**config.mk**
```make
export PLATFORM = sky130hd
export DESIGN_NAME = stream_demux_flat
export DESIGN_NICKNAME = d
export VERILOG_FILES = /design/src/rtl/stream_demux_if.sv /design/src/rtl/stream_demux.sv /design/src/flat_wrapper.sv
export SDC_FILE = /design/constraint.sdc
export NUM_CORES = 1
export LEC_CHECK = 0
export ABC_AREA = 1
export BUFFER_PORTS_ARGS = -buffer_cell sky130_fd_sc_hd__buf_2
export CELL_PAD_IN_SITES_DETAIL_PLACEMENT = 1
export CELL_PAD_IN_SITES_GLOBAL_PLACEMENT = 1
export CORE_ASPECT_RATIO = 0.75
export CORE_MARGIN = 1
export CORE_UTILIZATION = 29
export CTS_CLUSTER_SIZE = 8
export DETAILED_ROUTE_END_ITERATION = 16
export GPL_ROUTABILITY_DRIVEN = 0
export GPL_TIMING_DRIVEN = 0
export PLACE_DENSITY = 0.78
export SLEW_MARGIN = 15
export SYNTH_ARGS = -nofsm -noshare
export SYNTH_HDL_FRONTEND = slang
export SYNTH_SLANG_ARGS = --single-unit
```
**constraint.sdc**
```tcl
create_clock -name clk -period 1.55 [get_ports clk]
set_clock_uncertainty 0.1 [all_clocks]
set_input_delay 0.2325 -clock clk [delete_from_list [all_inputs] [get_ports clk]]
set_output_delay 0.2325 -clock clk [all_outputs]
set_load 0.02 [all_outputs]
```
**src/rtl/stream_demux_if.sv**
```systemverilog
// Handshake bundle for stream_demux: one input stream and NUM_OUTPUTS output streams.
// slave is the demux side, master is the producer/consumer side.
interface stream_demux_if #(
    parameter int NUM_OUTPUTS = 4,
    parameter int WIDTH_DATA  = 8
);
    localparam int WIDTH_SELECT = (NUM_OUTPUTS > 1) ? $clog2(NUM_OUTPUTS) : 1;

    logic [WIDTH_DATA-1:0]                   in_data;
    logic [WIDTH_SELECT-1:0]                 in_sel;
    logic                                    in_last;
    logic                                    in_valid;
    logic                                    in_ready;
    logic [NUM_OUTPUTS-1:0][WIDTH_DATA-1:0]  out_data;
    logic [NUM_OUTPUTS-1:0]                  out_last;
    logic [NUM_OUTPUTS-1:0]                  out_valid;
    logic [NUM_OUTPUTS-1:0]                  out_ready;

    modport slave (
        input  in_data, in_sel, in_last, in_valid, out_ready,
        output in_ready, out_data, out_last, out_valid
    );

    modport master (
        output in_data, in_sel, in_last, in_valid, out_ready,
        input  in_ready, out_data, out_last, out_valid
    );
endinterface

```
**src/rtl/stream_demux.sv**
```systemverilog
// Packet demultiplexer: routes one valid/ready byte stream to one of NUM_OUTPUTS registered outputs.
// Optional per-channel drained-beat counters are enabled with macro STREAM_DEMUX_COUNT_EN.
//
// state | meaning
// IDLE  | waiting for a packet start; destination comes from in_sel
// ROUTE | mid-packet; destination locked in dst_q until the beat with in_last
module stream_demux #(
    parameter int NUM_OUTPUTS = 4,
    parameter int WIDTH_DATA  = 8
) (
    input  logic                        clk,
    input  logic                        rst_n,
    stream_demux_if.slave               s,
    output logic                        busy,
    output logic                        err_sel,
    output logic [NUM_OUTPUTS-1:0][15:0] beat_count
);
    localparam int WIDTH_SELECT = (NUM_OUTPUTS > 1) ? $clog2(NUM_OUTPUTS) : 1;

    typedef enum logic {IDLE, ROUTE} state_t;

    state_t                                 state_q;
    logic [WIDTH_SELECT-1:0]                dst_q;
    logic                                   err_sel_q;
    logic [WIDTH_SELECT-1:0]                dst;
    logic                                   dst_ok;
    logic                                   sel_ready;
    logic                                   accept;
    logic [NUM_OUTPUTS-1:0]                 load;
    logic [NUM_OUTPUTS-1:0][WIDTH_DATA-1:0] out_data_q;
    logic [NUM_OUTPUTS-1:0]                 out_last_q;
    logic [NUM_OUTPUTS-1:0]                 out_valid_q;

    // An unmapped destination reads as always-ready so the packet is swallowed.
    always_comb begin
        dst       = (state_q == ROUTE) ? dst_q : s.in_sel;
        dst_ok    = 1'b0;
        sel_ready = 1'b1;
        load      = '0;
        for (int k = 0; k < NUM_OUTPUTS; k++) begin
            if (dst == WIDTH_SELECT'(k)) begin
                dst_ok    = 1'b1;
                sel_ready = ~out_valid_q[k] | s.out_ready[k];
            end
        end
        accept = s.in_valid & sel_ready;
        for (int k = 0; k < NUM_OUTPUTS; k++) begin
            load[k] = accept & (dst == WIDTH_SELECT'(k));
        end
    end

    always_ff @(posedge clk or negedge rst_n) begin
        if (!rst_n) begin
            state_q   <= IDLE;
            dst_q     <= '0;
            err_sel_q <= 1'b0;
        end else begin
            err_sel_q <= accept & (state_q == IDLE) & ~dst_ok;
            case (state_q)
                IDLE: begin
                    if (accept && !s.in_last) begin
                        dst_q   <= s.in_sel;
                        state_q <= ROUTE;
                    end
                end
                ROUTE: begin
                    if (accept && s.in_last) begin
                        state_q <= IDLE;
                    end
                end
            endcase
        end
    end

    // Load has priority over drain so a simultaneous load/drain keeps valid high.
    for (genvar k = 0; k < NUM_OUTPUTS; k++) begin : g_out
        always_ff @(posedge clk or negedge rst_n) begin
            if (!rst_n) begin
                out_data_q[k]  <= '0;
                out_last_q[k]  <= 1'b0;
                out_valid_q[k] <= 1'b0;
            end else if (load[k]) begin
                out_data_q[k]  <= s.in_data;
                out_last_q[k]  <= s.in_last;
                out_valid_q[k] <= 1'b1;
            end else if (s.out_ready[k]) begin
                out_valid_q[k] <= 1'b0;
            end
        end
    end

`ifdef STREAM_DEMUX_COUNT_EN
    logic [NUM_OUTPUTS-1:0][15:0] count_q;

    for (genvar k = 0; k < NUM_OUTPUTS; k++) begin : g_cnt
        always_ff @(posedge clk or negedge rst_n) begin
            if (!rst_n) begin
                count_q[k] <= '0;
            end else if (out_valid_q[k] && s.out_ready[k] && (count_q[k] != 16'hFFFF)) begin
                count_q[k] <= count_q[k] + 16'd1;
            end
        end
    end

    assign beat_count = count_q;
`else
    assign beat_count = '0;
`endif

    assign s.in_ready  = sel_ready;
    assign s.out_data  = out_data_q;
    assign s.out_last  = out_last_q;
    assign s.out_valid = out_valid_q;
    assign err_sel     = err_sel_q;
    assign busy        = (state_q == ROUTE) | (|out_valid_q);

endmodule

```
**src/flat_wrapper.sv**
```systemverilog
// flat-port wrapper written by rule: the top's interface ports become plain ports
module stream_demux_flat 
#(
    parameter int NUM_OUTPUTS = 4,
    parameter int WIDTH_DATA  = 8
)
  (clk, rst_n, busy, err_sel, beat_count, s_in_data, s_in_sel, s_in_last, s_in_valid, s_out_ready, s_in_ready, s_out_data, s_out_last, s_out_valid);
  stream_demux_if #(.NUM_OUTPUTS(NUM_OUTPUTS), .WIDTH_DATA(WIDTH_DATA)) s_i ();
  input  logic clk;
  input  logic rst_n;
  output logic busy;
  output logic err_sel;
  output logic [NUM_OUTPUTS-1:0][15:0] beat_count;
  input wire logic [$bits(s_i.in_data)-1:0] s_in_data;
  input wire logic [$bits(s_i.in_sel)-1:0] s_in_sel;
  input wire logic [$bits(s_i.in_last)-1:0] s_in_last;
  input wire logic [$bits(s_i.in_valid)-1:0] s_in_valid;
  input wire logic [$bits(s_i.out_ready)-1:0] s_out_ready;
  output wire logic [$bits(s_i.in_ready)-1:0] s_in_ready;
  output wire logic [$bits(s_i.out_data)-1:0] s_out_data;
  output wire logic [$bits(s_i.out_last)-1:0] s_out_last;
  output wire logic [$bits(s_i.out_valid)-1:0] s_out_valid;
  assign s_i.in_data = s_in_data;
  assign s_i.in_sel = s_in_sel;
  assign s_i.in_last = s_in_last;
  assign s_i.in_valid = s_in_valid;
  assign s_i.out_ready = s_out_ready;
  assign s_in_ready = s_i.in_ready;
  assign s_out_data = s_i.out_data;
  assign s_out_last = s_i.out_last;
  assign s_out_valid = s_i.out_valid;
  stream_demux #(.NUM_OUTPUTS(NUM_OUTPUTS), .WIDTH_DATA(WIDTH_DATA)) u_core (.clk(clk), .rst_n(rst_n), .s(s_i), .busy(busy), .err_sel(err_sel), .beat_count(beat_count));
endmodule
```
==> results.cfg <==
[flow_run]
max_cap_violations = 0

[logic_synthesis]
yosys.area.top_type = dfrtp_1
syn_area_mm2 = 0.00235
ys_seq_area_share_pct = 46.8
synth_top_area_share_pct = 46.8
synth.area.top_cells = dfrtp_1, buf_4, nand2_1
synth_compound_area_share_pct = 9.94
ys_seq_elements = 44
synthAdderAreaFrac_pct = 0
avgSynthCellArea_um2 = 9.31
syn_inst = 253
muxShareOfSynthArea_pct = 0
synthXorXnorAreaFrac_pct = 0
synth_simple_gate_area_share_pct = 17.6
synth_top_family_by_area = buffers and inverters
synth_cell_types = 20
yosys_warnings = 0

[clock_network]
ctsHtreeMaxLevel = 2
clock_sinks = 44
tritoncts = yes
clockBufferDepth = 2
root_buffer = clkbuf_8
clock_latency_ns = 0.29
numCtsBuffers = 5
clk_pin_slew_ns = 0.08

[drt]
antenna_left = 0
post_drt_wl_per_cell_um = 12.9
drt-vias-per-instance = 3.92
drcViolationCount = 0
vias = 1975
drt_iter0_drc = 52
dr.pass1.iters = 4
routed_wl_um = 6490

[floorplan]
core_area_mm2 = 0.00788
die-area_mm2 = 0.00849
start_util_pct = 29.9
io_pins = 125
die_w_um = 106
die_h_um = 80.0
num_rows = 28

[timing]
fin_ws_ns = -0.289
final-hold-violation-count = 0
min_period_over_period_pct = 119
max_freq_mhz = 544
rsz0062_at_grt = yes
maxSlewViolCount = 0
relSlewSlack_pct = 33.0
worst_pin_slew_ns = 1.01
setup_tns_ns = -7.56
setup_viol = 35
min_period_ns = 1.84

[cells_and_area]
drive_above_1_share_pct = 47.9
fin_util_pct = 44.1
design_area_mm2 = 0.00347
layout_commonest_cell = buf_4
antennaDiodeCount = 0
final_cell_mix = buf_4, conb_1, buf_2, dfrtp_1, nand2_1
layout.cells.non_filler = 504
nNetsFinal = 416
synthToLayoutAreaGrowth_pct = 47.5

[worst_hold_path]
holdCritPathClass = in2async

[power]
seqPwrFrac_pct = 34.6
pwr-share-comb_pct = 48.7
net-switching-power_mw = 2.45
clock_power_share_pct = 16.6
power_density_mw_per_mm2 = 1650
swShare_pct = 42.7
total_leakage_power_nw = 1.96
intPower_mw = 3.28
ir_drop_mv = 0.668

[global_route]
antenna_found_initial = 0
grt_overflow_total = 0
grt_pass1_wl_um = 9870
grt_max_degree = 45
grt_pass1_vias = 1917
track_usage_pct = 15.5

[place]
dp.cells = 481
io_buffers = 59
hpwl_um = 4750
place_area_mm2 = 0.00302

[worst_setup_path]
cp-start-kind = flip-flop
cp.required_ns = 1.22
path_class = reg2out
cp.arrival_ns = 1.51
r2r_slack_ns = -0.29
end_kind = output pin
crit_path_max_fanout = 8

[run_status]
status = complete, but fails checks
violations = negative setup slack
## layer usage
layer	GRT usage [%]	routed length [um]	up-vias
li1	-	-	962
met1	18.0	2710	946
met2	28.2	3350	56
met3	3.67	313	11
met4	4.58	112	0
met5	0	0	-
## cell families after synthesis
kind of cell,count (synthesis)
flops,44
compound gates,40
other cells,1
buf+inv,90
simple gates,78
## stage by stage
| stage | worst slack (ns) | power [mW] | hold slack (ns) |
|---|---|---|---|
| after global routing | -0.360 | 6.09 | 0.00736 |
| after global placement | -0.424 | 4.33 | 0.316 |
| after detailed placement | -0.473 | 4.42 | 0.319 |
| final | -0.289 | 5.73 | 0.00281 |
| after floorplan | -0.0420 | 3.58 | -0.163 |
| after CTS | -0.286 | 5.76 | 0.00510 |
## path summary, 6_finish.rpt
check / depth (start not counted) / to / startpoint
worst min-delay path: 1 / u_core.s.out_valid[2] / rst_n
worst max-delay path: 7 / s_in_ready / flip-flop
worst min register to register: 2 / u_core.s.out_data[0] / u_core.s.out_data[0]
max in group asynchronous: 1 / async pin / rst_n
min in group clk: 2 / u_core.s.out_valid[2] / s_out_ready[2]
worst max register to register: 11 / u_core.s.out_data[18] / flip-flop
## power groups by stage
stage          Combinational, mW  Sequential, mW  Clock (mW)
3_3_place_gp                2.40            1.93           0
4_1_cts                     2.80            1.99       0.982
2_1_floorplan               1.04            2.55           0
5_1_grt                     3.02            2.05        1.02
3_5_place_dp                2.46            1.96           0
6_report                    2.79            1.98       0.953
## state kept, by name, summed over array words and instances (netlist names), named ones only
signal	count
u_core.dst_q	2
u_core.s.out_last	4
u_core.err_sel	1
u_core.s.out_valid	4
u_core.s.out_data	32
## critical path: stages (launching register included)
cell and delay (ns):
dfrtp_2 0.49, inv_6 0.13, nand2_4 0.06, nand2_4 0.11, nand3_4 0.11, nand3_4 0.13, nor2_8 0.05, buf_6 0.12
## layout make-up
cell class                 count  area (um2)
clock inverter                 1        30.0
fill                         958        4410
timing repair buffer          74         480
inverter                      21        83.8
tap                          105         131
multi-input combinational    183        1010
clock buffer                   7        96.3
buffer                        69         543
sequential                    44        1100
## cell usage after synthesis, drive strengths merged
| cell | number |
|---|---|
| buf | 68 |
| nand2 | 54 |
| dfrtp | 44 |
| o21ai | 40 |
| inv | 21 |
| nand3 | 9 |
| nor2 | 9 |
| nand4 | 5 |
| clkbuf | 1 |
| conb | 1 |
| nor3 | 1 |
## what timing repair did
action / CTS / global route
hold buffers: 1 / 0
endpoints found under the setup margin: 44 / 44
resized for setup: 43 / 4
endpoints found under the hold margin: 1 / 0
gates cloned: 1 / 0
pin swaps: 5 / 1
buffers inserted: 13 / 0
No activity file was read; power rests on OpenSTA's default activity.
